--- src/rtl/sr04_pkg.sv ---
`default_nettype none
// +----------------------------------------------------------------------+
// | Module  : sr04_pkg                                                   |
// | Brief   : Shared HC-SR04 state encoding and cm/us scaling constants. |
// | Rev     : 1.0  initial release                                       |
// +----------------------------------------------------------------------+
package sr04_pkg;

    typedef enum logic [2:0] {
        ST_IDLE    = 3'd0,
        ST_TRIG_HI = 3'd1,
        ST_BURST   = 3'd2,
        ST_ECHO    = 3'd3,
        ST_HOLDOFF = 3'd4
    } state_t;

    localparam int c_CLK_FREQ   = 100_000_000;
    localparam int c_US_PER_CM  = 58;
    localparam int c_MIN_CM     = 2;
    localparam int c_MAX_CM     = 400;
    localparam int c_TIMEOUT_US = 38000;

    function automatic int ticks_per_us(input int clk_freq);
        return clk_freq / 1_000_000;
    endfunction

    // Echo width in whole us; the clamped product always fits 16 bits.
    function automatic logic [15:0] echo_width_us(
        input logic [8:0] dist_cm,
        input logic       obj_present,
        input int         min_cm,
        input int         max_cm,
        input int         us_per_cm,
        input int         timeout_us
    );
        int d;
        d = int'({23'd0, dist_cm});
        if (d < min_cm) d = min_cm;
        if (d > max_cm) d = max_cm;
        return obj_present ? 16'(d * us_per_cm) : 16'(timeout_us);
    endfunction

endpackage
`default_nettype wire

--- src/rtl/sr04_echo_emulator_if.sv ---
`default_nettype none
// +----------------------------------------------------------------------+
// | Module  : sr04_echo_emulator_if                                      |
// | Brief   : trig/echo link between an SR04 controller and the sensor.  |
// | Rev     : 1.0  initial release                                       |
// +----------------------------------------------------------------------+
interface sr04_echo_emulator_if;
    logic       trig;
    logic [8:0] dist_cm;
    logic       obj_present;
    logic       echo;
    logic       busy;
    logic       trig_err;

    modport master (
        output trig, dist_cm, obj_present,
        input  echo, busy, trig_err
    );

    modport slave (
        input  trig, dist_cm, obj_present,
        output echo, busy, trig_err
    );
endinterface
`default_nettype wire

--- src/rtl/sr04_echo_emulator_us_tick_gen.sv ---
`default_nettype none
// +----------------------------------------------------------------------+
// | Module  : us_tick_gen                                                |
// | Brief   : One-cycle pulse every TICKS_PER_US clocks, restart on clr. |
// | Rev     : 1.0  initial release                                       |
// +----------------------------------------------------------------------+
module us_tick_gen #(
    parameter int TICKS_PER_US = 100
) (
    input  logic clk,
    input  logic rst,
    input  logic clr,
    output logic tick
);
    localparam int             c_CW   = (TICKS_PER_US > 1) ? $clog2(TICKS_PER_US) : 1;
    localparam logic [c_CW-1:0] c_LAST = c_CW'(TICKS_PER_US - 1);

    logic [c_CW-1:0] r_cnt;

    assign tick = (r_cnt == c_LAST);

    always_ff @(posedge clk) begin
        if (rst || clr) begin
            r_cnt <= '0;
        end else if (tick) begin
            r_cnt <= '0;
        end else begin
            r_cnt <= r_cnt + 1'b1;
        end
    end
endmodule
`default_nettype wire

--- src/rtl/sr04_echo_emulator.sv ---
`default_nettype none
// +----------------------------------------------------------------------+
// | Module  : sr04_echo_emulator                                         |
// | Brief   : HC-SR04 device-side responder: trig in, scaled echo out.   |
// | Rev     : 1.0  initial release                                       |
// +----------------------------------------------------------------------+
module sr04_echo_emulator
    import sr04_pkg::*;
#(
    parameter int CLK_FREQ    = c_CLK_FREQ,
    parameter int TRIG_MIN_US = 10,
    parameter int BURST_US    = 200,
    parameter int US_PER_CM   = c_US_PER_CM,
    parameter int MIN_CM      = c_MIN_CM,
    parameter int MAX_CM      = c_MAX_CM,
    parameter int TIMEOUT_US  = c_TIMEOUT_US,
    parameter int HOLDOFF_US  = 10000
) (
    input  logic                 clk,
    input  logic                 rst,
    sr04_echo_emulator_if.slave  bus
);
    localparam int          c_TICKS_PER_US = ticks_per_us(CLK_FREQ);
    localparam logic [15:0] c_TRIG_MIN     = 16'(TRIG_MIN_US);
    localparam logic [15:0] c_BURST_LAST   = 16'(BURST_US - 1);
    localparam logic [15:0] c_HOLDOFF_LAST = 16'(HOLDOFF_US - 1);

    state_t      r_state, w_state_next;
    logic        r_trig_meta, r_trig_s, r_trig_d, r_rise, r_fall;
    logic [15:0] r_us_cnt, w_us_eff, r_width, w_width_last;
    logic        r_echo, r_trig_err;
    logic        w_tick, w_entry, w_latch, w_err;

    // Edges are registered so the FSM acts three clocks after trig is sampled.
    always_ff @(posedge clk) begin
        if (rst) begin
            r_trig_meta <= 1'b0;
            r_trig_s    <= 1'b0;
            r_trig_d    <= 1'b0;
            r_rise      <= 1'b0;
            r_fall      <= 1'b0;
        end else begin
            r_trig_meta <= bus.trig;
            r_trig_s    <= r_trig_meta;
            r_trig_d    <= r_trig_s;
            r_rise      <= r_trig_s & ~r_trig_d;
            r_fall      <= ~r_trig_s & r_trig_d;
        end
    end

    us_tick_gen #(
        .TICKS_PER_US (c_TICKS_PER_US)
    ) u_tick (
        .clk  (clk),
        .rst  (rst),
        .clr  (w_entry),
        .tick (w_tick)
    );

    // Includes the tick arriving this cycle so a trig of exactly N us reads N.
    assign w_us_eff     = (w_tick && (r_us_cnt != 16'hFFFF)) ? r_us_cnt + 16'd1 : r_us_cnt;
    assign w_width_last = r_width - 16'd1;
    assign w_entry      = (w_state_next != r_state);

    always_comb begin
        w_state_next = r_state;
        w_latch      = 1'b0;
        w_err        = 1'b0;
        case (r_state)
            ST_IDLE: begin
                if (r_rise) w_state_next = ST_TRIG_HI;
            end
            ST_TRIG_HI: begin
                if (r_fall) begin
                    if (w_us_eff >= c_TRIG_MIN) begin
                        w_state_next = ST_BURST;
                        w_latch      = 1'b1;
                    end else begin
                        w_state_next = ST_IDLE;
                        w_err        = 1'b1;
                    end
                end
            end
            ST_BURST: begin
                if (w_tick && (r_us_cnt == c_BURST_LAST)) w_state_next = ST_ECHO;
            end
            ST_ECHO: begin
                if (w_tick && (r_us_cnt == w_width_last)) w_state_next = ST_HOLDOFF;
            end
            ST_HOLDOFF: begin
                if (w_tick && (r_us_cnt == c_HOLDOFF_LAST)) w_state_next = ST_IDLE;
            end
            default: w_state_next = ST_IDLE;
        endcase
    end

    always_ff @(posedge clk) begin
        if (rst) begin
            r_state    <= ST_IDLE;
            r_us_cnt   <= 16'd0;
            r_width    <= 16'd0;
            r_echo     <= 1'b0;
            r_trig_err <= 1'b0;
        end else begin
            r_state    <= w_state_next;
            r_us_cnt   <= w_entry ? 16'd0 : w_us_eff;
            r_echo     <= (w_state_next == ST_ECHO);
            r_trig_err <= w_err;
            if (w_latch) begin
                r_width <= echo_width_us(bus.dist_cm, bus.obj_present,
                                         MIN_CM, MAX_CM, US_PER_CM, TIMEOUT_US);
            end
        end
    end

    assign bus.echo     = r_echo;
    assign bus.busy     = (r_state != ST_IDLE);
    assign bus.trig_err = r_trig_err;
endmodule
`default_nettype wire

--- src/flat_wrapper.sv ---
// flat-port wrapper written by rule: the top's interface ports become plain ports
module sr04_echo_emulator_flat import sr04_pkg::*;
#(
    parameter int CLK_FREQ    = c_CLK_FREQ,
    parameter int TRIG_MIN_US = 10,
    parameter int BURST_US    = 200,
    parameter int US_PER_CM   = c_US_PER_CM,
    parameter int MIN_CM      = c_MIN_CM,
    parameter int MAX_CM      = c_MAX_CM,
    parameter int TIMEOUT_US  = c_TIMEOUT_US,
    parameter int HOLDOFF_US  = 10000
)
  (clk, rst, bus_trig, bus_dist_cm, bus_obj_present, bus_echo, bus_busy, bus_trig_err);
  sr04_echo_emulator_if bus_i ();
  input  logic clk;
  input  logic rst;
  input wire logic [$bits(bus_i.trig)-1:0] bus_trig;
  input wire logic [$bits(bus_i.dist_cm)-1:0] bus_dist_cm;
  input wire logic [$bits(bus_i.obj_present)-1:0] bus_obj_present;
  output wire logic [$bits(bus_i.echo)-1:0] bus_echo;
  output wire logic [$bits(bus_i.busy)-1:0] bus_busy;
  output wire logic [$bits(bus_i.trig_err)-1:0] bus_trig_err;
  assign bus_i.trig = bus_trig;
  assign bus_i.dist_cm = bus_dist_cm;
  assign bus_i.obj_present = bus_obj_present;
  assign bus_echo = bus_i.echo;
  assign bus_busy = bus_i.busy;
  assign bus_trig_err = bus_i.trig_err;
  sr04_echo_emulator #(.CLK_FREQ(CLK_FREQ), .TRIG_MIN_US(TRIG_MIN_US), .BURST_US(BURST_US), .US_PER_CM(US_PER_CM), .MIN_CM(MIN_CM), .MAX_CM(MAX_CM), .TIMEOUT_US(TIMEOUT_US), .HOLDOFF_US(HOLDOFF_US)) u_core (.clk(clk), .rst(rst), .bus(bus_i));
endmodule
--- config.mk ---
export PLATFORM = sky130hd
export DESIGN_NAME = sr04_echo_emulator_flat
export DESIGN_NICKNAME = d
export VERILOG_FILES = /design/src/rtl/sr04_pkg.sv /design/src/rtl/sr04_echo_emulator_if.sv /design/src/rtl/sr04_echo_emulator_us_tick_gen.sv /design/src/rtl/sr04_echo_emulator.sv /design/src/flat_wrapper.sv
export SDC_FILE = /design/constraint.sdc
export NUM_CORES = 1
export LEC_CHECK = 0
export ABC_AREA = 1
export BUFFER_PORTS_ARGS = -buffer_cell sky130_fd_sc_hd__clkbuf_2
export CORE_MARGIN = 1
export CORE_UTILIZATION = 30
export DETAILED_ROUTE_END_ITERATION = 10
export PLACE_DENSITY_LB_ADDON = 0.25
export RECOVER_POWER = 50
export SYNTH_ARGS = -nofsm -noshare
export SYNTH_HDL_FRONTEND = slang
export SYNTH_HIERARCHICAL = 1
export SYNTH_SLANG_ARGS = --single-unit
--- constraint.sdc ---
create_clock -name clk -period 4.5 [get_ports clk]
set_clock_uncertainty 0.2 [all_clocks]
set_input_delay 0.45 -clock clk [delete_from_list [all_inputs] [get_ports clk]]
set_output_delay 0.45 -clock clk [all_outputs]
set_load 0.01 [all_outputs]
Word-level counts from Yosys, hierarchy flattened
Cells that the tools add are included.
{"block": "op_classes", "add_sub_neg": 3, "multipliers": 1, "order_cmp": 3, "n_eq_ne": 11, "mux": 19, "bitwise": 6, "reduce_logical": 10}
{"cell": "$mux W32", "n": 5}
{"cell": "$gt A32 B10 Y1 const B", "n": 1}
{"cell": "$mul A32 B6 Y15 const B", "n": 1}
{"cell": "$mux W16", "n": 2}
{"cell": "$add A16 B1 Y16 const B", "n": 1}
{"cell": "$eq A16 B14 Y1 const B", "n": 1}
{"cell": "$eq A16 B16 Y1", "n": 1}
{"cell": "$eq A16 B8 Y1 const B", "n": 1}
{"cell": "$ge A16 B4 Y1 const B", "n": 1}
{"cell": "$ne A16 B16 Y1 const B", "n": 1}
{"cell": "$sub A16 B1 Y16 const B", "n": 1}
{"cell": "$mux W3", "n": 5}
{"cell": "$pmux W3 S5", "n": 1}
{"cell": "$eq A3 B2 Y1 const B", "n": 3}
{"cell": "$lt A9 B2 Y1 const B", "n": 1}
{"cell": "$mux W9", "n": 1}
{"cell": "$add A7 B1 Y7 const B", "n": 1}
{"cell": "$eq A7 B7 Y1 const B", "n": 1}
{"cell": "$logic_and A1 B1 Y1", "n": 4}
{"cell": "$mux W1", "n": 4}
{"cell": "$not A1 Y1", "n": 4}
{"cell": "$reduce_or A2 Y1", "n": 2}
{"cell": "$eq A3 B1 Y1 const B", "n": 1}
{"cell": "$eq A3 B3 Y1 const B", "n": 1}
{"cell": "7 further kinds", "n": 8}
{"block": "totals", "reg_bits": 49, "in_bits": 13, "out_inout_bits": 3, "word_cells": 64}

Logic depth before layout (Yosys ltp)
{"block": "logic_depth", "depth_word": 15, "mapped_depth": 26, "mapped_depth_nobuf": 26}

Hierarchy
Netlist, hierarchy kept.
{"mod": "sr04_echo_emulator", "n_inst": 1, "cells_per_inst": 680, "area_per_inst_um2": 4219.0, "seq_area_each_um2": 820.8}
{"mod": "us_tick_gen", "n_inst": 1, "cells_per_inst": 51, "area_per_inst_um2": 366.6, "seq_area_each_um2": 140.1}

Least setup slack after synthesis
OpenSTA, ideal clock, no wires.
{"block": "synth_timing", "path_type": "in2reg", "from": "input bus_dist_cm[5]", "to": "register u_core.r_width[12]", "setup_time_ns": 0.134, "arrival_time_ns": 4.098, "required_ns": 4.166, "path_slack_ns": 0.068, "cell_stages": 25, "n_path_buf": 0, "cell_sequence": "nor2_1 -> inv_1 -> nor2_1 -> inv_1 -> nor4_1 -> nor2_1 -> nand3_1 -> nand2_1 -> inv_1 -> nor2_1 -> ha_1 -> fa_1 -> inv_1 -> fa_1 -> inv_1 -> ha_1 -> a21oi_1 -> o21ai_0 -> a21oi_1 -> nor2_1 -> nor2_1 -> xor2_1 -> nand2_1 -> nand3_1 -> a21oi_1"}
{"block": "synth_between", "elab_chain_cells": 10}
{"item": "start: declaration", "line": "flat_wrapper.sv:18", "text": "input wire logic [$bits(bus_i.dist_cm)-1:0] bus_dist_cm;"}
{"item": "$lt A9 B2 Y1", "line": "sr04_pkg.sv:38", "text": "if (d < min_cm) d = min_cm;"}
{"item": "$mux W9 (*)", "line": "sr04_pkg.sv:38"}
{"item": "$mux W32 (*)", "line": "sr04_echo_emulator.sv:109", "text": "if (w_latch) begin"}
{"item": "$mux W32 (*)", "line": "sr04_echo_emulator.sv:98", "text": "if (rst) begin"}
{"item": "$gt A32 B10 Y1", "line": "sr04_pkg.sv:39", "text": "if (d > max_cm) d = max_cm;"}
{"item": "$mux W32 (*)", "line": "sr04_pkg.sv:39"}
{"item": "$mux W32 (*)", "line": "sr04_echo_emulator.sv:109"}
{"item": "$mux W32 (*)", "line": "sr04_echo_emulator.sv:98"}
{"item": "$mul A32 B6 Y15 (*)", "line": "sr04_pkg.sv:40", "text": "return obj_present ? 16'(d * us_per_cm) : 16'(timeout_us);"}
{"item": "$mux W16 (*)", "line": "sr04_pkg.sv:40"}
{"item": "end signal: assignment", "line": "sr04_echo_emulator.sv:110", "text": "r_width <= echo_width_us(bus.dist_cm, bus.obj_present,"}
{"item": "end: declaration", "line": "sr04_echo_emulator.sv:30", "text": "logic [15:0] r_us_cnt, w_us_eff, r_width, w_width_last;"}
Mark *: on every way between the ends. The rest lies on a longest branch, timed or not. The select of a mux whose other input is x is not followed.
A chain may end at the register's enable or synchronous reset.

Final worst setup path
{"block": "layout_timing", "from": "input bus_dist_cm[6]", "to": "register u_core.r_width[13]"}
Same word-level chain as after synthesis.

==> flow_summary.ini <==
[timing]
fin_crit_sh_pct = 94.9
setup_viol = 0
timing.hold.ws_ps = 142
finalHoldViolCount = 0
tightest_slew_ps = 501
rsz0062_at_grt = true
fin_crit_ps = 4270
relSlewSlack_pct = 66.4
drv_slew = 0
max_freq_mhz = 234

[critical_path]
cp.required_ps = 4460
cp-start-kind = input port
worstPathMaxFanout = 4
regToRegStartpoint = u_core/u_tick/r_cnt[0]
rrSetupSlack_ps = 1420
r2r-end = u_core/r_us_cnt[2]
arrival_ps = 4230
ff2ff_path_depth = 19
endpoint_kind = flop
path_class = in -> reg

[die]
die-area_um2 = 15800
rows = 44
start_util_pct = 31.2
die_h_um = 126
die_w_um = 126
io_pins = 16
core_area_um2 = 14700

[pwr]
power_density_nw_per_um2 = 287
p_leak_uw = 0.00262
ir_worst_vdd_mv = 0.171

[cts]
cts_tree = built
cts_root_buf = clkbuf_16
clockBufferDepth = 2
cts.clk_slew.worst_paths_ps = 70
numClockSinks = 48
clk_latency_ps = 290
htreeDepth = 2
numCtsBuffers = 5

[global_route]
overflow = 0
antenna_found_initial = 0
track_usage_pct = 14.6
grt_pass1_wl_mm = 18.9
grt_max_degree = 20
grt_pass1_vias = 4037

[layout]
fillers = 1553
syn_to_final_growth_pct = 21.7
multi_input_area_um2 = 3340
post-route-util_pct = 38.0
drive_above_1_share_pct = 18.4
antennaDiodeCount = 0
final_nets = 838
register_area_um2 = 961

[route]
wire_per_inst_um = 11.4
drt_iter0_markers = 187
vias = 4396
wirelength_mm = 10.9
drtPass1Iterations = 4
post-route-drc-count = 0
ant_nets = 0
viasPerCell = 4.56

[run_status]
outcome = finished, final reports clean

[placement]
gp_congestion = 0.825
port_buffers = 15
dpl.hpwl_mm = 8.74

[synth]
synthXorXnorAreaFrac_pct = 4.20
ys.flop_type = dfxtp_1
avgSynthCellArea_um2 = 6.27
ys_seq_area_share_pct = 21.0
yosys.area.top_type_share_pct = 21.0
synth_area_leaders = dfxtp_1 21%, nand2_1 16%, inv_1 10%
yosys_warnings = 6
synth_top_family_by_area = simple AND/OR/NAND/NOR gates
synthSimpleGateAreaFrac_pct = 41.2
postSynth.asyncResetShare_pct = 0
syn_inst = 731
muxShareOfSynthArea_pct = 0
ys_types = 43
synth_adder_area_share_pct = 15.0
synth_nets = 791
syn-cell-area_um2 = 4590
yosysTopAreaCell = dfxtp_1
synth-compound-area-share_pct = 5.95
ys_ff_latch = 48
synth_edf_count = 0

[worst_hold_path]
hold_depth = 3
hold_end = u_core/r_trig_meta
min-delay-start = bus_trig
min_path_type = in -> reg

[run]
drv_cap = 0
[repair_timing]
action | 4_1_cts | 5_1_grt
buffers inserted | 0 | 4
hold buffers | 0 | 0
resized for setup | 0 | 69
endpoints found under the setup margin | 0 | 8
[flip-flops by register name (all words and copies together), names as in the netlist]
register / flops
u_core/u_tick/r_cnt: 7
u_core/r_fall: 1
u_core/bus.trig_err: 1
u_core/r_state: 3
u_core/r_trig_meta: 1
u_core/r_trig_s: 1
u_core/r_width: 15
u_core/r_rise: 1
u_core/r_trig_d: 1
u_core/bus.echo: 1
u_core/r_us_cnt: 16
[area by class of cell]
class / count / area share (%)
clock buffers: 6 / 2.49
clock inverters: 2 / 0.695
inverters: 126 / 8.56
multi-input cells: 541 / 59.8
flip-flops and latches: 48 / 17.2
well taps: 184 / 4.12
repair buffers: 56 / 7.13
[worst max-delay path: stages]
cell and delay, ps:
clkbuf_2 90, nor2_1 90, inv_1 60, nor2_2 120, inv_1 60, nor4_2 300
nor2_1 110, nand3_1 100, nand2_2 100, inv_4 110, buf_6 100, nor2_4 50
ha_4 260, inv_2 40, fa_1 460, fa_1 500, inv_2 50, fa_2 410
nand3_2 100, nand2_4 60, a211oi_2 230, xor2_1 170, nor2_1 70, nand3_1 70
a21oi_1 60
[cell usage after synthesis, types with 6 or more instances]
library cell	n
fa_1	13
nor2_1	116
xnor2_1	7
nand2_1	191
nand4_1	12
dfxtp_1	48
o21ai_0	11
nand3_1	62
nor3_1	14
xor2_1	15
nor2_2	6
inv_1	123
a21oi_1	17
ha_1	34
[placed cells by master (no fill, tap or decap), types with 8 or more instances in the layout]
master	n
ha_4	10
clkbuf_2	15
nand3_1	61
ha_1	23
nor2_1	109
xor2_1	15
inv_1	115
inv_2	8
nand2_1	183
buf_4	37
a21oi_1	10
nor3_1	13
nand4_1	12
o21ai_0	9
fa_1	12
dfxtp_1	48
nor2_2	9
a21oi_2	9
[cells by family after synthesis]
| kind of cell | after synthesis |
|---|---|
| and+or+nand+nor | 427 |
| buffers and inverters | 142 |
| DFF | 48 |
| adders and majority gates | 47 |
| AOI/OAI and AO/OA | 45 |
| xor gates and xnor gates | 22 |
[through the flow]
stage	cell area [um2]	power, uW	worst slack [ps]	instances	setup TNS [ps]
6_report	5580	1600	228	963	0
5_1_grt	5580	1720	-66.3	963	-250
3_3_place_gp	5060	948	-192	951	-779
4_1_cts	5240	1400	35.5	959	0
3_5_place_dp	5060	945	-267	951	-1350
2_1_floorplan	4590	770	68.3	731	0
[routing by layer]
layer | GRT usage [%] | wire [um]
met5 | 0 | 0
met4 | 2.37 | 58
met3 | 2.04 | 334
met2 | 23.3 | 4770
met1 | 21.0 | 5780
[power by group]
group / switching (uW) / total, uW / internal [uW] / leakage [uW]
clock: 164 / 442 / 278 / 0.0000871
combinational: 374 / 725 / 351 / 0.00215
sequential: 3.34 / 432 / 429 / 0.000388
total: 542 / 1600 / 1060 / 0.00262
[how the worst max path moves through the flow]
stage	endpoint	from	cells past startpoint
after floorplan	u_core/r_width[12]	bus_dist_cm[5]	25
after global placement	u_core/r_width[13]	bus_dist_cm[5]	26
after detailed placement	u_core/r_width[12]	bus_dist_cm[5]	26
after CTS	u_core/r_width[12]	bus_dist_cm[5]	26
after global routing	u_core/r_width[13]	bus_dist_cm[6]	25
final	u_core/r_width[13]	bus_dist_cm[6]	25
No activity file was read; power rests on OpenSTA's default activity.
